<file path="config.mk">
export PLATFORM = sky130hd
export DESIGN_NAME = parser_rule_loader_flat
export DESIGN_NICKNAME = d
export VERILOG_FILES = /design/src/rtl/parser_rule_loader_if.sv /design/src/rtl/parser_rule_loader.sv /design/src/flat_wrapper.sv
export SDC_FILE = /design/constraint.sdc
export NUM_CORES = 2
export LEC_CHECK = 0
export ABC_CLOCK_PERIOD_IN_PS = 8400
export CAP_MARGIN = 10
export CORE_MARGIN = 5
export CORE_UTILIZATION = 35
export CTS_CLUSTER_SIZE = 25
export DETAILED_ROUTE_END_ITERATION = 8
export GPL_ROUTABILITY_DRIVEN = 0
export GPL_TIMING_DRIVEN = 0
export HOLD_SLACK_MARGIN = 0.06
export PLACE_DENSITY = 0.48
export SYNTH_ARGS = -nofsm -noshare
export SYNTH_HDL_FRONTEND = slang
export SYNTH_SLANG_ARGS = --single-unit
</file>
<file path="constraint.sdc">
create_clock -name i_clk -period 8.4 [get_ports i_clk]
set_clock_uncertainty 0.1 [all_clocks]
set_input_delay 0.84 -clock i_clk [delete_from_list [all_inputs] [get_ports i_clk]]
set_output_delay 0.84 -clock i_clk [all_outputs]
set_load 0.05 [all_outputs]
</file>
<file path="src/rtl/parser_rule_loader_if.sv">
// Host/parser-facing bundle of the rule loader: table load port, run control,
// status, and the parser rule write/read-back bus.
interface parser_rule_loader_if #(
    parameter int ENTRY_NUM = 64,
    parameter int CNT_W     = $clog2(ENTRY_NUM + 1)
);
    logic             i_tbl_wren;
    logic [CNT_W-1:0] i_tbl_addr;
    logic [63:0]      i_tbl_wdata;
    logic [CNT_W-1:0] i_entry_num;
    logic             i_start;
    logic             o_busy;
    logic             o_done;
    logic             o_err;
    logic [1:0]       o_err_code;
    logic [CNT_W-1:0] o_err_idx;
    logic             o_rule_wren;
    logic             o_rule_rden;
    logic [31:0]      o_rule_addr;
    logic [31:0]      o_rule_wdata;
    logic             i_rule_rdata_valid;
    logic [31:0]      i_rule_rdata;

    modport slave (
        input  i_tbl_wren, i_tbl_addr, i_tbl_wdata, i_entry_num, i_start,
               i_rule_rdata_valid, i_rule_rdata,
        output o_busy, o_done, o_err, o_err_code, o_err_idx,
               o_rule_wren, o_rule_rden, o_rule_addr, o_rule_wdata
    );

    modport master (
        output i_tbl_wren, i_tbl_addr, i_tbl_wdata, i_entry_num, i_start,
               i_rule_rdata_valid, i_rule_rdata,
        input  o_busy, o_done, o_err, o_err_code, o_err_idx,
               o_rule_wren, o_rule_rden, o_rule_addr, o_rule_wdata
    );
endinterface

</file>
<file path="src/rtl/parser_rule_loader.sv">
// Rule-configuration sequencer: replays a host-loaded table of {address, data}
// writes onto the parser rule port, with optional per-entry read-back check.
module parser_rule_loader #(
    parameter int ENTRY_NUM  = 64,
    parameter bit VERIFY     = 1'b1,
    parameter int RD_TIMEOUT = 15,
    parameter int CNT_W      = $clog2(ENTRY_NUM + 1)
) (
    input  logic                i_clk,
    input  logic                i_rst_n,
    parser_rule_loader_if.slave rule_if
);
    localparam int               AW           = (ENTRY_NUM > 1) ? $clog2(ENTRY_NUM) : 1;
    localparam int               TW           = $clog2(RD_TIMEOUT + 1);
    localparam logic [CNT_W-1:0] ENTRY_MAX    = CNT_W'(ENTRY_NUM);
    localparam logic [TW-1:0]    TMO_LAST     = TW'(RD_TIMEOUT - 1);
    localparam logic [1:0]       ERR_MISMATCH = 2'b01;
    localparam logic [1:0]       ERR_TIMEOUT  = 2'b10;

    typedef enum logic [2:0] {
        S_IDLE,
        S_FETCH,
        S_WRITE,
        S_RDREQ,
        S_RDWAIT,
        S_NEXT,
        S_DONE
    } state_t;

    state_t           state_q, state_d;
    logic [CNT_W-1:0] idx_q, idx_d;
    logic [CNT_W-1:0] cnt_q, cnt_d;
    logic [TW-1:0]    tmo_q, tmo_d;
    logic             err_q, err_d;
    logic [1:0]       err_code_q, err_code_d;
    logic [CNT_W-1:0] err_idx_q, err_idx_d;
    logic             wren_q, wren_d;
    logic             rden_q, rden_d;
    logic             done_q, done_d;
    logic             busy_q, busy_d;
    logic [63:0]      ent_q;

    logic [63:0]      tbl_mem [ENTRY_NUM];

    logic             start_ok;
    logic             tbl_we;
    logic             rd_match;
    logic             last_entry;
    logic             mis_hit;
    logic             tmo_hit;
    logic [CNT_W-1:0] num_clamped;

    assign start_ok    = rule_if.i_start && (state_q == S_IDLE);
    assign num_clamped = (rule_if.i_entry_num > ENTRY_MAX) ? ENTRY_MAX : rule_if.i_entry_num;
    assign rd_match    = (rule_if.i_rule_rdata == ent_q[31:0]);
    assign last_entry  = (idx_q + CNT_W'(1)) >= cnt_q;
    assign tbl_we      = rule_if.i_tbl_wren && !busy_q && (rule_if.i_tbl_addr < ENTRY_MAX);

    // Host table port; the table holds no reset so it can map onto block RAM.
    always_ff @(posedge i_clk) begin
        if (tbl_we) begin
            tbl_mem[rule_if.i_tbl_addr[AW-1:0]] <= rule_if.i_tbl_wdata;
        end
    end

    always_ff @(posedge i_clk or negedge i_rst_n) begin
        if (!i_rst_n) begin
            state_q <= S_IDLE;
        end else begin
            state_q <= state_d;
        end
    end

    always_comb begin
        state_d = state_q;
        mis_hit = 1'b0;
        tmo_hit = 1'b0;
        unique case (state_q)
            S_IDLE: begin
                if (start_ok) begin
                    state_d = (num_clamped == '0) ? S_DONE : S_FETCH;
                end
            end
            S_FETCH: state_d = S_WRITE;
            // Address bit 31 lets the host skip read-back for write-only rules.
            S_WRITE: state_d = (VERIFY && !ent_q[63]) ? S_RDREQ : S_NEXT;
            S_RDREQ: state_d = S_RDWAIT;
            S_RDWAIT: begin
                if (rule_if.i_rule_rdata_valid) begin
                    if (rd_match) begin
                        state_d = S_NEXT;
                    end else begin
                        state_d = S_DONE;
                        mis_hit = 1'b1;
                    end
                end else if (tmo_q == TMO_LAST) begin
                    state_d = S_DONE;
                    tmo_hit = 1'b1;
                end
            end
            S_NEXT:  state_d = last_entry ? S_DONE : S_FETCH;
            S_DONE:  state_d = S_IDLE;
            default: state_d = S_IDLE;
        endcase
    end

    // Strobes are decoded from the next state and registered, so they are glitch-free.
    always_comb begin
        wren_d = (state_d == S_WRITE);
        rden_d = (state_d == S_RDREQ);
        done_d = (state_d == S_DONE);
        busy_d = (state_d != S_IDLE);
    end

    always_ff @(posedge i_clk or negedge i_rst_n) begin
        if (!i_rst_n) begin
            wren_q <= 1'b0;
            rden_q <= 1'b0;
            done_q <= 1'b0;
            busy_q <= 1'b0;
        end else begin
            wren_q <= wren_d;
            rden_q <= rden_d;
            done_q <= done_d;
            busy_q <= busy_d;
        end
    end

    always_comb begin
        idx_d      = idx_q;
        cnt_d      = cnt_q;
        tmo_d      = '0;
        err_d      = err_q;
        err_code_d = err_code_q;
        err_idx_d  = err_idx_q;
        if (start_ok) begin
            idx_d      = '0;
            cnt_d      = num_clamped;
            err_d      = 1'b0;
            err_code_d = 2'b00;
            err_idx_d  = '0;
        end
        if (state_q == S_NEXT) begin
            idx_d = idx_q + CNT_W'(1);
        end
        if (state_q == S_RDWAIT) begin
            tmo_d = tmo_q + TW'(1);
        end
        if (mis_hit || tmo_hit) begin
            err_d      = 1'b1;
            err_code_d = mis_hit ? ERR_MISMATCH : ERR_TIMEOUT;
            err_idx_d  = idx_q;
        end
    end

    // ent_q doubles as the rule address/data output register, held between strobes.
    always_ff @(posedge i_clk or negedge i_rst_n) begin
        if (!i_rst_n) begin
            idx_q      <= '0;
            cnt_q      <= '0;
            tmo_q      <= '0;
            err_q      <= 1'b0;
            err_code_q <= 2'b00;
            err_idx_q  <= '0;
            ent_q      <= '0;
        end else begin
            idx_q      <= idx_d;
            cnt_q      <= cnt_d;
            tmo_q      <= tmo_d;
            err_q      <= err_d;
            err_code_q <= err_code_d;
            err_idx_q  <= err_idx_d;
            if (state_q == S_FETCH) begin
                ent_q <= tbl_mem[idx_q[AW-1:0]];
            end
        end
    end

    assign rule_if.o_busy       = busy_q;
    assign rule_if.o_done       = done_q;
    assign rule_if.o_err        = err_q;
    assign rule_if.o_err_code   = err_code_q;
    assign rule_if.o_err_idx    = err_idx_q;
    assign rule_if.o_rule_wren  = wren_q;
    assign rule_if.o_rule_rden  = rden_q;
    assign rule_if.o_rule_addr  = {1'b0, ent_q[62:32]};
    assign rule_if.o_rule_wdata = ent_q[31:0];

endmodule

</file>
<file path="src/flat_wrapper.sv">
// flat-port wrapper written by rule: the top's interface ports become plain ports
module parser_rule_loader_flat 
#(
    parameter int ENTRY_NUM  = 64,
    parameter bit VERIFY     = 1'b1,
    parameter int RD_TIMEOUT = 15,
    parameter int CNT_W      = $clog2(ENTRY_NUM + 1)
)
  (i_clk, i_rst_n, rule_if_i_tbl_wren, rule_if_i_tbl_addr, rule_if_i_tbl_wdata, rule_if_i_entry_num, rule_if_i_start, rule_if_i_rule_rdata_valid, rule_if_i_rule_rdata, rule_if_o_busy, rule_if_o_done, rule_if_o_err, rule_if_o_err_code, rule_if_o_err_idx, rule_if_o_rule_wren, rule_if_o_rule_rden, rule_if_o_rule_addr, rule_if_o_rule_wdata);
  parser_rule_loader_if #(.ENTRY_NUM(ENTRY_NUM), .CNT_W(CNT_W)) rule_if_i ();
  input  logic i_clk;
  input  logic i_rst_n;
  input wire logic [$bits(rule_if_i.i_tbl_wren)-1:0] rule_if_i_tbl_wren;
  input wire logic [$bits(rule_if_i.i_tbl_addr)-1:0] rule_if_i_tbl_addr;
  input wire logic [$bits(rule_if_i.i_tbl_wdata)-1:0] rule_if_i_tbl_wdata;
  input wire logic [$bits(rule_if_i.i_entry_num)-1:0] rule_if_i_entry_num;
  input wire logic [$bits(rule_if_i.i_start)-1:0] rule_if_i_start;
  input wire logic [$bits(rule_if_i.i_rule_rdata_valid)-1:0] rule_if_i_rule_rdata_valid;
  input wire logic [$bits(rule_if_i.i_rule_rdata)-1:0] rule_if_i_rule_rdata;
  output wire logic [$bits(rule_if_i.o_busy)-1:0] rule_if_o_busy;
  output wire logic [$bits(rule_if_i.o_done)-1:0] rule_if_o_done;
  output wire logic [$bits(rule_if_i.o_err)-1:0] rule_if_o_err;
  output wire logic [$bits(rule_if_i.o_err_code)-1:0] rule_if_o_err_code;
  output wire logic [$bits(rule_if_i.o_err_idx)-1:0] rule_if_o_err_idx;
  output wire logic [$bits(rule_if_i.o_rule_wren)-1:0] rule_if_o_rule_wren;
  output wire logic [$bits(rule_if_i.o_rule_rden)-1:0] rule_if_o_rule_rden;
  output wire logic [$bits(rule_if_i.o_rule_addr)-1:0] rule_if_o_rule_addr;
  output wire logic [$bits(rule_if_i.o_rule_wdata)-1:0] rule_if_o_rule_wdata;
  assign rule_if_i.i_tbl_wren = rule_if_i_tbl_wren;
  assign rule_if_i.i_tbl_addr = rule_if_i_tbl_addr;
  assign rule_if_i.i_tbl_wdata = rule_if_i_tbl_wdata;
  assign rule_if_i.i_entry_num = rule_if_i_entry_num;
  assign rule_if_i.i_start = rule_if_i_start;
  assign rule_if_i.i_rule_rdata_valid = rule_if_i_rule_rdata_valid;
  assign rule_if_i.i_rule_rdata = rule_if_i_rule_rdata;
  assign rule_if_o_busy = rule_if_i.o_busy;
  assign rule_if_o_done = rule_if_i.o_done;
  assign rule_if_o_err = rule_if_i.o_err;
  assign rule_if_o_err_code = rule_if_i.o_err_code;
  assign rule_if_o_err_idx = rule_if_i.o_err_idx;
  assign rule_if_o_rule_wren = rule_if_i.o_rule_wren;
  assign rule_if_o_rule_rden = rule_if_i.o_rule_rden;
  assign rule_if_o_rule_addr = rule_if_i.o_rule_addr;
  assign rule_if_o_rule_wdata = rule_if_i.o_rule_wdata;
  parser_rule_loader #(.ENTRY_NUM(ENTRY_NUM), .VERIFY(VERIFY), .RD_TIMEOUT(RD_TIMEOUT), .CNT_W(CNT_W)) u_core (.i_clk(i_clk), .i_rst_n(i_rst_n), .rule_if(rule_if_i));
endmodule
</file>
* Word level (Yosys, flattened, before mapping)
Memory sizes are Yosys's and may differ from the RTL's. A register that Yosys moved wholly into a read port is not among the register bits. Cells that the tools add are included.
Word-level totals: bits in registers 35, bits in writable memories 4096, word-level logic and storage cells 64, memories 1
Operators by class: $add $sub $neg 2, magnitude comparators 3, equal/unequal tests 10, muxes and demuxes 26, reductions and logical operators 11
Memory list:
- u_core.tbl_mem | words 64, width 64, read ports 1, clocked after Yosys merged registers in 1, write ports 1, line parser_rule_loader.sv:43 | logic [63:0] tbl_mem [ENTRY_NUM];
Operators with widths (count):
- $eq A32 B32 Y1 | 1
- $mux W7 | 4
- $mux W3 | 6
- $pmux W3 S6 | 1
- $eq A3 B2 Y1 const B | 4
- $mux W1 | 10
- $eq A3 B3 Y1 const B | 3
- $mux W2 | 4
- $add A7 B1 Y7 const B | 1
- $ge A7 B7 Y1 | 1
- $gt A7 B7 Y1 const B | 1
- $logic_not A7 Y1 | 1
- $lt A7 B7 Y1 const B | 1
- $add A4 B1 Y4 const B | 1
- $eq A4 B4 Y1 const B | 1
- $mux W4 | 1
- $reduce_bool A2 Y1 | 2
- $eq A3 B1 Y1 const B | 1
- $logic_and A1 B1 Y1 | 3
- $logic_not A3 Y1 | 1
- $reduce_bool A3 Y1 | 1
- $logic_not A1 Y1 | 2
- $logic_or A1 B1 Y1 | 1

* Longest topological paths before layout
depth after elaboration 7, depth in mapped cells 15, depth with buffers taken out 11

* Least setup slack after synthesis
Ideal clock, no wire load.
path kind input to register, start input port rule_if_i_tbl_addr[5], end memory u_core.tbl_mem[35][0] (enable), setup time 487 ps, arrival time 4369 ps, required time 7813 ps, path slack 3444 ps, stages 4, buffers on the path 2, cell sequence clkbuf_1 > or3b_2 > clkbuf_1 > nor2_1
On the way: cells in the longest elaborated chain, start to end 4
RTL lines:
- start: declaration | line flat_wrapper.sv:14 | input wire logic [$bits(rule_if_i.i_tbl_addr)-1:0] rule_if_i_tbl_addr;
- $lt A7 B7 Y1 | line parser_rule_loader.sv:57 | assign tbl_we = rule_if.i_tbl_wren && !busy_q && (rule_if.i_tbl_addr < ENTRY_MAX);
- $logic_and A1 B1 Y1 | line parser_rule_loader.sv:57
- $mux W1 | line parser_rule_loader.sv:61 | if (tbl_we) begin
- $mux W1 (implied by the code) | line parser_rule_loader.sv:62 | tbl_mem[rule_if.i_tbl_addr[AW-1:0]] <= rule_if.i_tbl_wdata;
- end: declaration | line parser_rule_loader.sv:43
Parallel ways exist; a longest one is shown, timed or not.

* Worst setup path after layout
start register u_core.idx_q[4], end register u_core.busy_q (netlist: u_core.rule_if.o_busy)
On the way: cells in the longest elaborated chain, start to end 5
RTL lines:
- start: declaration | line parser_rule_loader.sv:31 | logic [CNT_W-1:0] idx_q, idx_d;
- start signal: assignment | line parser_rule_loader.sv:167 | idx_q <= idx_d;
- $add A7 B1 Y7 | line parser_rule_loader.sv:56 | assign last_entry = (idx_q + CNT_W'(1)) >= cnt_q;
- $ge A7 B7 Y1 | line parser_rule_loader.sv:56
- $mux W3 | line parser_rule_loader.sv:101 | S_NEXT: state_d = last_entry ? S_DONE : S_FETCH;
- $pmux W3 S6 | line parser_rule_loader.sv:78 | unique case (state_q)
- $reduce_bool A3 Y1 | line parser_rule_loader.sv:112 | busy_d = (state_d != S_IDLE);
- net u_core.busy_d | line parser_rule_loader.sv:40 | logic busy_q, busy_d;
- end signal: assignment | line parser_rule_loader.sv:125 | busy_q <= busy_d;
- end: declaration | line parser_rule_loader.sv:40
The timed path passes the listed nets, and every way through them passes these cells. A chain may end at the register's enable or synchronous reset.

==> impl_metrics.json <==
{
  "die_w_um": 689,
  "drc": 0,
  "crit_top_cell": "clkbuf_1",
  "worstRegToRegCells": 11,
  "routed-via-count": 92200,
  "yosys-top-cells-area": "edfxtp_1 (76%), mux4_2 (11%), mux2i_1 (3.5%)",
  "synth_edf_count": 4096,
  "cts_root_buffer": "clkbuf_16",
  "grt_pass1_wl_um": 886000,
  "track_usage": 0.286,
  "rsz0062_at_grt": "false",
  "worstSetupEndpointType": "register",
  "post_synth_num_cell_types": 67,
  "syn2layout_area_growth_pct": 20.8,
  "core.rowCount": 249,
  "grt_max_degree": 65,
  "path_cells": "clkbuf_1 > clkbuf_1 > clkbuf_1 > xnor2_1 > ha_1 > a21o_1 > a21o_1 > a211oi_1 > o21ai_0 > a31oi_1 > nand2_1",
  "slowest_delay_ps": 1070,
  "finalCritPeriodShare": 0.741,
  "antenna_found_initial": 80,
  "yosys-top-cells-count": "edfxtp_1 (4096), mux4_2 (809), mux2i_1 (565)",
  "cp-start-kind": "register",
  "dp.cells": 14300,
  "irDropWorstVdd_mv": 0.210,
  "grt_remaining_overflow": 0,
  "numCtsBuffers": 447,
  "maxSlewHeadroom": 0.0602,
  "final_core_util": 0.424,
  "worstPathRequired_ps": 8930,
  "fp.dieH_um": 689,
  "synth_seq_cells": 4195,
  "synth_top_cell_by_area": "edfxtp_1",
  "synth_most_common_cell": "edfxtp_1",
  "drive_above_1_share": 0.270,
  "hold_viol": 0,
  "grt_pass1_vias": 87800,
  "drv_slew": 0,
  "core_sq_um": 460000,
  "drt_iter0_drc": 15700,
  "pwr_density_cell_nw_per_um2": 284,
  "fmax_mhz": 161,
  "critPathKind": "reg2reg",
  "syn_area_per_cell_sq_um": 21.5,
  "cts_sinks": 4195,
  "first_pass_iters": 6,
  "syn_area_sq_um": 161000,
  "setup_viol": 0,
  "synthCells": 7499,
  "final_cell_count_no_fill": 15100,
  "arrival_ps": 6750,
  "io_pins": 193,
  "tns_ps": 0,
  "ys.warnings.count": 0,
  "worst_pin_slew_ps": 1400,
  "synth_top_area_frac": 0.763,
  "cts_hold_buf": 18,
  "hpwl_um": 499000,
  "hold_depth": 1,
  "detail-route-antenna-nets": 0,
  "ctsHtreeMaxLevel": 5,
  "yosysSeqAreaShare": 0.778,
  "hold_path_class": "in2reg",
  "fin_crit_ps": 6220,
  "cts_tree": "built",
  "worstPathMaxFanout": 10,
  "wl_per_cell_um": 45.8,
  "clk_pin_slew_worst_paths_ps": 60,
  "clkLatencyLatePin_ps": 1030,
  "port_buffers": 188,
  "routed_wl_um": 693000,
  "synth_nets": 7624,
  "layout.nets": 8703,
  "dieArea_sq_um": 475000,
  "critPathSlowestCell": "clkbuf_1",
  "via_per_inst": 6.09,
  "post_cts.repair.setup_buffers": 0,
  "cts.path.max_buffers": 4,
  "ys.flop_type": "edfxtp_1",
  "crit_family": "buffers and inverters",
  "start_util": 0.351,
  "cap_violations": 0,
  "status": "completed",
  "cp.buffers_inverters": 3,
  "cts_resized": 0,
  "path_depth": 11,
  "async_flop_share": 0.0236,
  "power_leakage_uw": 0.0607
}
power breakdown:
group	switching [uW]	total, uW	internal [uW]
registers	516	23700	23200
logic	7590	11700	4130
clock network	8550	20000	11400
worst paths after layout:
check                                            start                               end  slack [ps]
max                        u_core.idx_q[4]$_DFFE_PN0P_   u_core.rule_if.o_busy$_DFF_PN0_        2180
max in group asynchronous                      i_rst_n      u_core.ent_q[35]$_DFFE_PN0P_        6810
min reg2reg                  u_core.tmo_q[0]$_DFF_PN0_         u_core.tmo_q[0]$_DFF_PN0_         400
min in group asynchronous                      i_rst_n       u_core.ent_q[7]$_DFFE_PN0P_         300
min                            rule_if_i_tbl_wdata[42]  u_core.tbl_mem[50][42]$_DFFE_PP_         140
max reg2reg                u_core.idx_q[4]$_DFFE_PN0P_   u_core.rule_if.o_busy$_DFF_PN0_        2180
layout make-up:
type	instances	area (sq um)
clock inverter	277	2850
tap	6149	7690
fill	39800	265000
buffer	483	3030
timing repair buffer	630	10400
multi-input combinational	2806	33400
sequential	4195	125000
antenna	35	87.6
clock buffer	553	11900
inverter	15	56.3
placed cells by master (no fill, tap or decap), drive strengths merged, types with 35 or more instances in the layout:
cell / netlist / routed
edfxtp: 4096 / 4096
buf: 332 / 821
mux4: 809 / 809
clkbuf: 151 / 704
mux2i: 565 / 565
clkinv: 1 / 209
nor2: 189 / 189
o221ai: 170 / 170
a21oi: 150 / 150
nand2: 142 / 142
o22ai: 131 / 131
clkdlybuf4s50: 0 / 123
a22oi: 118 / 118
dfrtp: 99 / 99
o21ai: 82 / 82
nor3: 80 / 80
bufinv: 0 / 45
xnor2: 36 / 36
diode: 0 / 35
a31oi: 35 / 35
kinds of logic (layout without fill, tap and decap cells):
logic type / count (synthesis) / in the layout / share of synthesized area
and+or+nand+nor: 530 / 530 / 0.0149
buffers and inverters: 498 / 1958 / 0.0187
other: 1 / 36 / 0.0000232
xor gates and xnor gates: 39 / 39 / 0.00212
adders and majority gates: 10 / 10 / 0.000776
DFF: 4195 / 4195 / 0.778
AOI/OAI and AO/OA: 828 / 828 / 0.0359
muxes: 1398 / 1398 / 0.150
per-stage QoR:
step	total power, uW	setup slack (ps)	cell area (sq um)	hold WS [ps]
after global placement	35500	-6580	171000	371
final	55400	2180	195000	144
after global routing	56600	2250	195000	127
after floorplan	30000	3440	161000	341
after detailed placement	35800	2480	180000	395
after CTS	55500	2480	195000	76.9
layer usage:
metal / vias up / GRT usage / wire, um
li1: 33900 / - / -
met3: 1280 / 0.0643 / 72800
met4: 34 / 0.134 / 38700
met1: 50600 / 0.383 / 265000
met2: 6407 / 0.445 / 316000
met5: - / 0 / 276
registers in the layout, indices dropped and copies added, names as in the netlist:
| name | flops |
|---|---|
| u_core.tbl_mem | 4096 |
| u_core.ent_q | 64 |
| u_core.cnt_q | 7 |
| u_core.idx_q | 7 |
| u_core.rule_if.o_err_idx | 7 |
| u_core.tmo_q | 4 |
| u_core.state_q | 3 |
| u_core.rule_if.o_err_code | 2 |
| u_core.rule_if.o_busy | 1 |
| u_core.rule_if.o_done | 1 |
| u_core.rule_if.o_err | 1 |
| u_core.rule_if.o_rule_rden | 1 |
| u_core.rule_if.o_rule_wren | 1 |
worst register-to-register path, stage by stage (launching register included):
cell and delay, ps:
dfrtp_1 350, clkbuf_1 780, clkbuf_1 720, clkbuf_1 1070, xnor2_1 640, ha_1 490
a21o_1 180, a21o_1 180, a211oi_1 300, o21ai_0 140, a31oi_1 290, nand2_1 630
No activity file was read; power rests on OpenSTA's default activity.
